==> src/rtl/instr_encoder_if.sv <==
// Handshake bundle between the program loader and the RV32I instruction encoder.
// The slave modport is the encoder side and the master modport is the loader/sink side.
`timescale 1ns/1ps

interface instr_encoder_if #(
    parameter int ADDR_W   = 10,
    parameter int ERRCNT_W = 8
);
    logic                in_valid;
    logic                in_ready;
    logic [3:0]          in_op;
    logic [4:0]          in_rd;
    logic [4:0]          in_rs1;
    logic [4:0]          in_rs2;
    logic [31:0]         in_imm;
    logic                out_valid;
    logic                out_ready;
    logic [31:0]         out_instr;
    logic [ADDR_W-1:0]   out_addr;
    logic                out_err;
    logic [ERRCNT_W-1:0] err_cnt;

    modport slave (
        input  in_valid, in_op, in_rd, in_rs1, in_rs2, in_imm, out_ready,
        output in_ready, out_valid, out_instr, out_addr, out_err, err_cnt
    );

    modport master (
        output in_valid, in_op, in_rd, in_rs1, in_rs2, in_imm, out_ready,
        input  in_ready, out_valid, out_instr, out_addr, out_err, err_cnt
    );
endinterface

==> src/rtl/instr_encoder.sv <==
// RV32I instruction encoder: symbolic fields in, 32-bit words tagged with a word address out,
// through a single registered output stage with valid/ready on both sides.
`timescale 1ns/1ps

module instr_encoder #(
    parameter int ADDR_W   = 10,
    parameter int ERRCNT_W = 8
) (
    input  logic            clk,
    input  logic            rst_n,
    input  logic            clear,
    instr_encoder_if.slave  bus
);

    typedef enum logic [3:0] {
        OP_ADD  = 4'd0,
        OP_SUB  = 4'd1,
        OP_AND  = 4'd2,
        OP_OR   = 4'd3,
        OP_SLT  = 4'd4,
        OP_SLTU = 4'd5,
        OP_ADDI = 4'd6,
        OP_LW   = 4'd7,
        OP_SW   = 4'd8,
        OP_BEQ  = 4'd9,
        OP_JAL  = 4'd10,
        OP_JALR = 4'd11
    } op_e;

    typedef enum logic [2:0] {
        FMT_R,
        FMT_I,
        FMT_S,
        FMT_B,
        FMT_J,
        FMT_BAD
    } fmt_e;

    localparam logic [6:0] OPC_OP     = 7'b0110011;
    localparam logic [6:0] OPC_OP_IMM = 7'b0010011;
    localparam logic [6:0] OPC_LOAD   = 7'b0000011;
    localparam logic [6:0] OPC_STORE  = 7'b0100011;
    localparam logic [6:0] OPC_BRANCH = 7'b1100011;
    localparam logic [6:0] OPC_JAL    = 7'b1101111;
    localparam logic [6:0] OPC_JALR   = 7'b1100111;

    // True when v, read as signed, fits in a two's-complement field of the given width.
    function automatic logic fits_signed(input logic [31:0] v, input int unsigned bits);
        logic signed [31:0] top;
        top = $signed(v) >>> (bits - 1);
        return (top == 32'sd0) || (top == -32'sd1);
    endfunction

    op_e         op;
    fmt_e        fmt;
    logic [6:0]  opcode;
    logic [2:0]  funct3;
    logic [6:0]  funct7;
    logic [31:0] imm;
    logic [31:0] enc;
    logic        imm_ok;
    logic        word_err;
    logic [31:0] word;

    logic                valid_q;
    logic [31:0]         instr_q;
    logic [ADDR_W-1:0]   addr_q;
    logic                err_q;
    logic [ERRCNT_W-1:0] err_cnt_q;
    logic [ADDR_W-1:0]   addr_cnt;

    logic accept;
    logic xfer;

    assign op  = op_e'(bus.in_op);
    assign imm = bus.in_imm;

    always_comb begin
        // NOTE: every signal written here gets a default first, so no path leaves it unassigned and no latch is inferred.
        fmt    = FMT_BAD;
        opcode = '0;
        funct3 = '0;
        funct7 = '0;
        case (op)
            OP_ADD:  begin fmt = FMT_R; opcode = OPC_OP; end
            OP_SUB:  begin fmt = FMT_R; opcode = OPC_OP; funct7 = 7'b0100000; end
            OP_AND:  begin fmt = FMT_R; opcode = OPC_OP; funct3 = 3'b111; end
            OP_OR:   begin fmt = FMT_R; opcode = OPC_OP; funct3 = 3'b110; end
            OP_SLT:  begin fmt = FMT_R; opcode = OPC_OP; funct3 = 3'b010; end
            OP_SLTU: begin fmt = FMT_R; opcode = OPC_OP; funct3 = 3'b011; end
            OP_ADDI: begin fmt = FMT_I; opcode = OPC_OP_IMM; end
            OP_LW:   begin fmt = FMT_I; opcode = OPC_LOAD;   funct3 = 3'b010; end
            OP_JALR: begin fmt = FMT_I; opcode = OPC_JALR; end
            OP_SW:   begin fmt = FMT_S; opcode = OPC_STORE;  funct3 = 3'b010; end
            OP_BEQ:  begin fmt = FMT_B; opcode = OPC_BRANCH; end
            OP_JAL:  begin fmt = FMT_J; opcode = OPC_JAL; end
            default: fmt = FMT_BAD;
        endcase
    end

    // Field packing per format; branch and jump offsets are byte offsets, so bit 0 must be clear.
    always_comb begin
        enc    = '0;
        imm_ok = 1'b0;
        case (fmt)
            FMT_R: begin
                enc    = {funct7, bus.in_rs2, bus.in_rs1, funct3, bus.in_rd, opcode};
                imm_ok = 1'b1;
            end
            FMT_I: begin
                enc    = {imm[11:0], bus.in_rs1, funct3, bus.in_rd, opcode};
                imm_ok = fits_signed(imm, 12);
            end
            FMT_S: begin
                enc    = {imm[11:5], bus.in_rs2, bus.in_rs1, funct3, imm[4:0], opcode};
                imm_ok = fits_signed(imm, 12);
            end
            FMT_B: begin
                enc    = {imm[12], imm[10:5], bus.in_rs2, bus.in_rs1, funct3,
                          imm[4:1], imm[11], opcode};
                imm_ok = fits_signed(imm, 13) && !imm[0];
            end
            FMT_J: begin
                enc    = {imm[20], imm[10:1], imm[11], imm[19:12], bus.in_rd, opcode};
                imm_ok = fits_signed(imm, 21) && !imm[0];
            end
            default: begin
                enc    = '0;
                imm_ok = 1'b0;
            end
        endcase
    end

    assign word_err = (fmt == FMT_BAD) || !imm_ok;
    assign word     = word_err ? '0 : enc;

    assign bus.in_ready = !valid_q || bus.out_ready;
    assign accept       = bus.in_valid && bus.in_ready;
    assign xfer         = valid_q && bus.out_ready;

    always_ff @(posedge clk or negedge rst_n) begin
        // NOTE: all state updates use non-blocking assignments so every register samples pre-edge values.
        if (!rst_n) begin
            valid_q   <= 1'b0;
            instr_q   <= '0;
            addr_q    <= '0;
            err_q     <= 1'b0;
            err_cnt_q <= '0;
            addr_cnt  <= '0;
        end else begin
            if (accept) begin
                valid_q <= 1'b1;
                instr_q <= word;
                err_q   <= word_err;
                addr_q  <= clear ? '0 : addr_cnt;
            end else if (xfer) begin
                valid_q <= 1'b0;
            end

            // clear wins over the increment; a word accepted alongside it takes address 0.
            if (clear) begin
                addr_cnt <= ADDR_W'(accept);
            end else if (accept) begin
                addr_cnt <= addr_cnt + ADDR_W'(1);
            end

            if (xfer && err_q && !(&err_cnt_q)) begin
                err_cnt_q <= err_cnt_q + ERRCNT_W'(1);
            end
        end
    end

    assign bus.out_valid = valid_q;
    assign bus.out_instr = instr_q;
    assign bus.out_addr  = addr_q;
    assign bus.out_err   = err_q;
    assign bus.err_cnt   = err_cnt_q;

endmodule

==> src/flat_wrapper.sv <==
// flat-port wrapper written by rule: the top's interface ports become plain ports
module instr_encoder_flat 
#(
    parameter int ADDR_W   = 10,
    parameter int ERRCNT_W = 8
)
  (clk, rst_n, clear, bus_in_valid, bus_in_op, bus_in_rd, bus_in_rs1, bus_in_rs2, bus_in_imm, bus_out_ready, bus_in_ready, bus_out_valid, bus_out_instr, bus_out_addr, bus_out_err, bus_err_cnt);
  instr_encoder_if #(.ADDR_W(ADDR_W), .ERRCNT_W(ERRCNT_W)) bus_i ();
  input  logic clk;
  input  logic rst_n;
  input  logic clear;
  input wire logic [$bits(bus_i.in_valid)-1:0] bus_in_valid;
  input wire logic [$bits(bus_i.in_op)-1:0] bus_in_op;
  input wire logic [$bits(bus_i.in_rd)-1:0] bus_in_rd;
  input wire logic [$bits(bus_i.in_rs1)-1:0] bus_in_rs1;
  input wire logic [$bits(bus_i.in_rs2)-1:0] bus_in_rs2;
  input wire logic [$bits(bus_i.in_imm)-1:0] bus_in_imm;
  input wire logic [$bits(bus_i.out_ready)-1:0] bus_out_ready;
  output wire logic [$bits(bus_i.in_ready)-1:0] bus_in_ready;
  output wire logic [$bits(bus_i.out_valid)-1:0] bus_out_valid;
  output wire logic [$bits(bus_i.out_instr)-1:0] bus_out_instr;
  output wire logic [$bits(bus_i.out_addr)-1:0] bus_out_addr;
  output wire logic [$bits(bus_i.out_err)-1:0] bus_out_err;
  output wire logic [$bits(bus_i.err_cnt)-1:0] bus_err_cnt;
  assign bus_i.in_valid = bus_in_valid;
  assign bus_i.in_op = bus_in_op;
  assign bus_i.in_rd = bus_in_rd;
  assign bus_i.in_rs1 = bus_in_rs1;
  assign bus_i.in_rs2 = bus_in_rs2;
  assign bus_i.in_imm = bus_in_imm;
  assign bus_i.out_ready = bus_out_ready;
  assign bus_in_ready = bus_i.in_ready;
  assign bus_out_valid = bus_i.out_valid;
  assign bus_out_instr = bus_i.out_instr;
  assign bus_out_addr = bus_i.out_addr;
  assign bus_out_err = bus_i.out_err;
  assign bus_err_cnt = bus_i.err_cnt;
  instr_encoder #(.ADDR_W(ADDR_W), .ERRCNT_W(ERRCNT_W)) u_core (.clk(clk), .rst_n(rst_n), .clear(clear), .bus(bus_i));
endmodule
==> config.mk <==
export PLATFORM = sky130hd
export DESIGN_NAME = instr_encoder_flat
export DESIGN_NICKNAME = d
export VERILOG_FILES = /design/src/rtl/instr_encoder_if.sv /design/src/rtl/instr_encoder.sv /design/src/flat_wrapper.sv
export SDC_FILE = /design/constraint.sdc
export NUM_CORES = 1
export LEC_CHECK = 0
export BUFFER_PORTS_ARGS = -buffer_cell sky130_fd_sc_hd__buf_2
export CORE_MARGIN = 4
export CORE_UTILIZATION = 40
export CTS_BUF_LIST = sky130_fd_sc_hd__clkbuf_8 sky130_fd_sc_hd__clkbuf_16
export DETAILED_ROUTE_END_ITERATION = 10
export PLACE_DENSITY = 0.69
export SYNTH_ARGS = -nofsm -noshare
export SYNTH_HDL_FRONTEND = slang
export SYNTH_SLANG_ARGS = --single-unit
==> constraint.sdc <==
create_clock -name clk -period 3.95 [get_ports clk]
set_input_delay 0.79 -clock clk [delete_from_list [all_inputs] [get_ports clk]]
set_output_delay 0.79 -clock clk [all_outputs]
set_load 0.005 [all_outputs]
# After elaboration in Yosys (flattened, before gate mapping)
# Index checks and enable logic that the tools add are counted.
[word_totals] romBits=0 out_inout_bits=53 n_memories=0 in_bits=56 regBits=62 latchBits=0 wordCells=66 mem_bits_rw=0
[classes] muxes=12 n_eq_ne=19 n_addsub=2 n_bitwise=0 order_cmp=0 reduce_logical=27 div=0 shifts=0 multipliers=0
[op_table] cell="one-hot mux 32 bit (5 select lines)" count=1
[op_table] cell="zero test 32 bit" count=3
[op_table] cell="one-hot mux 7 bit (7 select lines)" count=1
[op_table] cell="two-way mux 32 bit" count=1
[op_table] cell="two-way mux 10 bit" count=3
[op_table] cell="== test 21 x 1 -> 1 bit, second input constant" count=1
[op_table] cell="== test 20 x 1 -> 1 bit, second input constant" count=1
[op_table] cell="== test 4 x 3 -> 1 bit, second input constant" count=4
[op_table] cell="== test 4 bit, second input constant" count=4
[op_table] cell="one-hot mux 3 bit (5 select lines)" count=1
[op_table] cell="== test 12 x 1 -> 1 bit, second input constant" count=1
[op_table] cell="one-hot mux 3 bit (4 select lines)" count=1
[op_table] cell="adder 10 x 1 -> 10 bit, second input constant" count=1
[op_table] cell="adder 8 x 1 -> 8 bit, second input constant" count=1
[op_table] cell="== test 4 x 2 -> 1 bit, second input constant" count=2
[op_table] cell="AND reduction 8 bit" count=1
[op_table] cell="== test 3 x 2 -> 1 bit, second input constant" count=2
[op_table] cell="== test 3 bit, second input constant" count=2
[op_table] cell="logical AND 1 bit" count=6
[op_table] cell="two-way mux 6 bit" count=1
[op_table] cell="OR reduction 3 bit" count=2
[op_table] cell="OR reduction 6 bit" count=1
[op_table] cell="logical OR 1 bit" count=5
[op_table] cell="== test 4 x 1 -> 1 bit, second input constant" count=1
[op_table] cell="8 further kinds" count=13

# Depth between registers and ports, before layout
[logic_depth] word_depth=9 ltp_mapped=8 ltp_nobuf=7

# Worst setup path before layout
# No wires, ideal clock.
[synth_path] kind="input to register" startpoint="input port bus_in_imm[20]" endpoint="register u_core.err_q (netlist: u_core.bus.out_err)" cell_stages=7 setup_slack_ns=1.851 arrival_ns=1.974 setup_time_ns=0.125 required_time_ns=3.825 path_cell_list="nor4_1 and3_1 nand3_2 o221ai_2 a21oi_2 buf_6 mux2_4"
[synth_via] elab_chain_len=6
[synth_lines] item="from (decl)" line="flat_wrapper.sv:17" text="input wire logic [$bits(bus_i.in_imm)-1:0] bus_in_imm;"
[synth_lines] item="== test 20 x 1 -> 1 bit, or another cell as far along" line="instr_encoder.sv:51" text="return (top == 32'sd0) || (top == -32'sd1);"
[synth_lines] item="logical OR 1 bit" line="instr_encoder.sv:51"
[synth_lines] item="logical AND 1 bit (on tied branches)" line="instr_encoder.sv:121, instr_encoder.sv:125"
[synth_lines] item="one-hot mux 1 bit (4 select lines) *" line="instr_encoder.sv:105" text="case (fmt)"
[synth_lines] item="zero test 1 bit *" line="instr_encoder.sv:134" text="assign word_err = (fmt == FMT_BAD) || !imm_ok;"
[synth_lines] item="logical OR 1 bit *" line="instr_encoder.sv:134"
[synth_lines] item="to (signal assigned)" line="instr_encoder.sv:154" text="err_q <= word_err;"
[synth_lines] item="to (decl)" line="instr_encoder.sv:68" text="logic err_q;"
# Every way passes the cells marked *; elsewhere a longest branch is shown, timed or not.
# A chain may end at the register's enable or synchronous reset.

# Worst setup path after layout
[layout_path] startpoint="input port bus_in_op[1]" endpoint="register u_core.instr_q[9] (netlist: u_core.bus.out_instr[9])"
[layout_via] elab_chain_len=9
[layout_lines] item="from (decl)" line="flat_wrapper.sv:13" text="input wire logic [$bits(bus_i.in_op)-1:0] bus_in_op;"
[layout_lines] item="== test 4 x 1 -> 1 bit, or another cell as far along" line="instr_encoder.sv:84" text="case (op)"
[layout_lines] item="OR reduction 6 bit (no line) or OR reduction 3 bit (tied branches)"
[layout_lines] item="one-hot mux 3 bit (5 select lines) *" line="instr_encoder.sv:84"
[layout_lines] item="== test 3 x 1 -> 1 bit or == test 3 x 2 -> 1 bit (tied branches)" line="instr_encoder.sv:105"
[layout_lines] item="OR reduction 2 bit (no line)"
[layout_lines] item="one-hot mux 1 bit (4 select lines)" line="instr_encoder.sv:105"
[layout_lines] item="zero test 1 bit" line="instr_encoder.sv:134"
[layout_lines] item="logical OR 1 bit" line="instr_encoder.sv:134"
[layout_lines] item="two-way mux 32 bit *" line="instr_encoder.sv:135" text="assign word = word_err ? '0 : enc;"
[layout_lines] item="to (signal assigned)" line="instr_encoder.sv:153" text="instr_q <= word;"
[layout_lines] item="to (decl)" line="instr_encoder.sv:66" text="logic [31:0] instr_q;"
# Marks and branches as above.

==> results.toml <==
[sta]
worst_pin_slew_ns = 0.9061
fin_ws_ns = 1.244
finalClockSkew_ns = 0.01068
finalSetupViolCount = 0
slew_headroom = 0.3960
layout_min_cycle_time_ns = 2.706
hold_violations = 0
post-route-period-util = 0.6851
max_freq_mhz = 369.5
setup_tns_ns = 0
slew_violations = 0
whs_ns = 0.4618
rsz0062_at_grt = "no"

[route]
via_per_inst = 5.216
vias = 2973
drtAntennaViolNets = 0
drtIter0Drc = 138
wl_mm = 8.221
firstDrtPassIters = 4
wl_per_cell_um = 14.42
drc = 0

[cts]
cts.sinks = 61
clockRootBuffer = "clkbuf_8"
cts_tree = "yes"
cts.htree.levels = 3
ctsHoldBuffers = 0
clock_latency_ns = 0.33
clkTransAtPathRegs_ns = 0.07
cts_buffer_depth = 2
cts_setup_buffers = 0
cts_buffers = 9
cts_resized = 0

[die]
die_h_um = 97.89
die_area_sq_mm = 0.009581
row_count = 32
pin_count = 109
initial_core_util = 0.4139
die_w_um = 97.89
coreArea_sq_mm = 0.007807

[critical_path]
cp_max_fo = 25
max_stage_delay_ns = 0.62
crit_chain = "buf_2 -> nand2b_1 -> o31ai_1 -> a31oi_1 -> a21oi_2 -> buf_4 -> o21ai_0"
critPathLaunch = "bus_in_op[1]"
reg2reg_from = "u_core.bus.out_valid"
worst_setup_path_start_kind = "input port"
cp-end-kind = "register"
worstPathRequired_ns = 4.15
critPathKind = "input port to register"
worstPathArrival_ns = 2.91
cpMaxStageDelayCell = "a21oi_2"

[global_routing]
grt_pass1_wl_mm = 13.77
grt.total_usage = 0.1753
overflow = 0
grt_max_degree = 42
antenna_found_initial = 0
grt_pass1_vias = 2886

[power]
peakVddDrop_v = 0.0002236
p_leak_uw = 0.001971
cellPowerDensity_mw_per_mm2 = 397.1

[placed_design]
post-place-ws_ns = 0.9201
place_congestion = 0.8467
numPortBuffers = 108
hpwlAfterDp_mm = 6.283

[synthesis]
synthFlopType = "dfrtp_1"
syn-instance-count = 364
ys_seq_area_frac = 0.4723
async_flop_share = 1.000
synth-edff-count = 0
synth_top_cell_by_area = "dfrtp_1"
synthTopCellsByArea = "dfrtp_1, nand2_1, o21ai_0"
yosysWarnings = 0
syn_avg_cell_area_sq_um = 8.879
syn_nets = 422
yosys_register_bits = 61
syn-cell-area_sq_mm = 0.003232
yosys.area.top_type_share = 0.4723
ys_types = 45

[final_layout]
final_layout_size_suffix_gt1_frac = 0.3013
area_growth_pct = 24.89
nNetsFinal = 521
diodes = 0

[job]
drv_cap = 0

[worst_hold_path]
hp-class = "register to register"
min_from = "u_core.bus.out_addr[9]"

[run_status]
run_status = "finished clean"
## Yosys cell counts, drive strengths merged, types with 2 or more instances
library cell,instances
or3,3
xor2,6
o21ai,37
o22ai,12
nand2b,6
nor4,5
and3,2
o221ai,5
xnor2,8
buf,9
mux2,2
dfrtp,61
nand4,9
a21oi,11
nand3,15
o31ai,10
nor2,16
inv,13
nand2,74
ha,2
nor2b,10
and2,3
a22oi,11
clkbuf,15
nand3b,8
## critical path, delay by kind of cell
| kind | cells | cell delay, ns |
|---|---|---|
| compound gates | 4 | 1.17 |
| buf+inv | 2 | 0.64 |
| simple gates | 1 | 0.29 |
## layout by cell type, fill, tap and decap left out, types with 3 or more instances in the layout
| master | netlist | final |
|---|---|---|
| a21oi_1 | 10 | 10 |
| xnor2_1 | 8 | 8 |
| inv_1 | 13 | 14 |
| nand2_1 | 74 | 73 |
| and2_1 | 3 | 3 |
| buf_2 | 4 | 108 |
| clkbuf_8 | 0 | 9 |
| nand2b_1 | 6 | 6 |
| buf_4 | 2 | 4 |
| o22ai_1 | 12 | 12 |
| dfrtp_1 | 61 | 61 |
| nand3b_1 | 8 | 8 |
| or3_1 | 3 | 3 |
| nand3_1 | 14 | 14 |
| o31ai_2 | 7 | 7 |
| nor2b_1 | 10 | 10 |
| nor4_1 | 5 | 5 |
| o31ai_1 | 3 | 3 |
| xor2_1 | 6 | 6 |
| o21ai_0 | 37 | 37 |
| a22oi_1 | 11 | 11 |
| o221ai_1 | 4 | 4 |
| nand4_1 | 9 | 9 |
| nor2_1 | 16 | 16 |
## metrics by stage
stage / total power, uW / instances / util / instance area, sq um
5_1_grt: 1695 / 570 / 0.5170 / 4036
6_report: 1603 / 570 / 0.5170 / 4036
4_1_cts: 1623 / 570 / 0.5170 / 4036
2_1_floorplan: 886.6 / 364 / - / 3232
3_3_place_gp: 1017 / 554 / 0.4894 / 3821
3_5_place_dp: 1025 / 554 / 0.4894 / 3821
## final timing paths
check                                            to  slack [ns]  cells past startpoint
setup reg to reg                 u_core.bus.out_err        2.08                      4
min in group asynchronous    u_core.bus.out_addr[9]        0.58                      1
hold / removal               u_core.bus.out_addr[9]        0.46                      2
hold reg to reg              u_core.bus.out_addr[9]        0.46                      2
setup / recovery            u_core.bus.out_instr[9]        1.24                      7
max in group asynchronous  u_core.bus.out_instr[11]        2.53                      2
## layer usage
layer / routed length [um] / vias to the layer above / global-route usage
li1: - / 1483 / -
met1: 3789 / 1379 / 0.2368
met2: 3825 / 103 / 0.2754
met3: 538 / 8 / 0.05071
met4: 68 / 0 / 0.05005
met5: 0 / - / 0
## registers in the layout, summed over array words and instances (netlist names)
signal,count
u_core.bus.out_instr,31
u_core.addr_cnt,10
u_core.bus.out_addr,10
u_core.bus.err_cnt,8
u_core.bus.out_err,1
u_core.bus.out_valid,1
## kinds of logic after synthesis
| kind of cell | Yosys count | synth area share |
|---|---|---|
| AO/OA/AOI/OAI | 93 | 0.1924 |
| adder cells (fa/ha/maj) | 2 | 0.007742 |
| flip-flops | 61 | 0.4723 |
| AND/OR/NAND/NOR | 154 | 0.2288 |
| multiplexers | 3 | 0.01123 |
| buffers and inverters | 37 | 0.04955 |
| XOR/XNOR | 14 | 0.03794 |
## power by group
| group | internal [uW] | switching, uW | leakage (uW) |
|---|---|---|---|
| combinational | 123 | 157 | 0.00103 |
| sequential | 678 | 51.1 | 0.000823 |
| clock | 353 | 241 | 0.000114 |
| total | 1150 | 449 | 0.00197 |
## cell type report
class / count / area (sq um)
Clock inverter: 7 / 91.34
Tap cell: 102 / 127.6
Fill cell: 758 / 3771
Sequential cell: 61 / 1526
Timing Repair Buffer: 112 / 570.5
Inverter: 13 / 48.80
Multi-Input combinational cell: 266 / 1548
Clock buffer: 9 / 123.9
(Power assumes the default switching activity.)
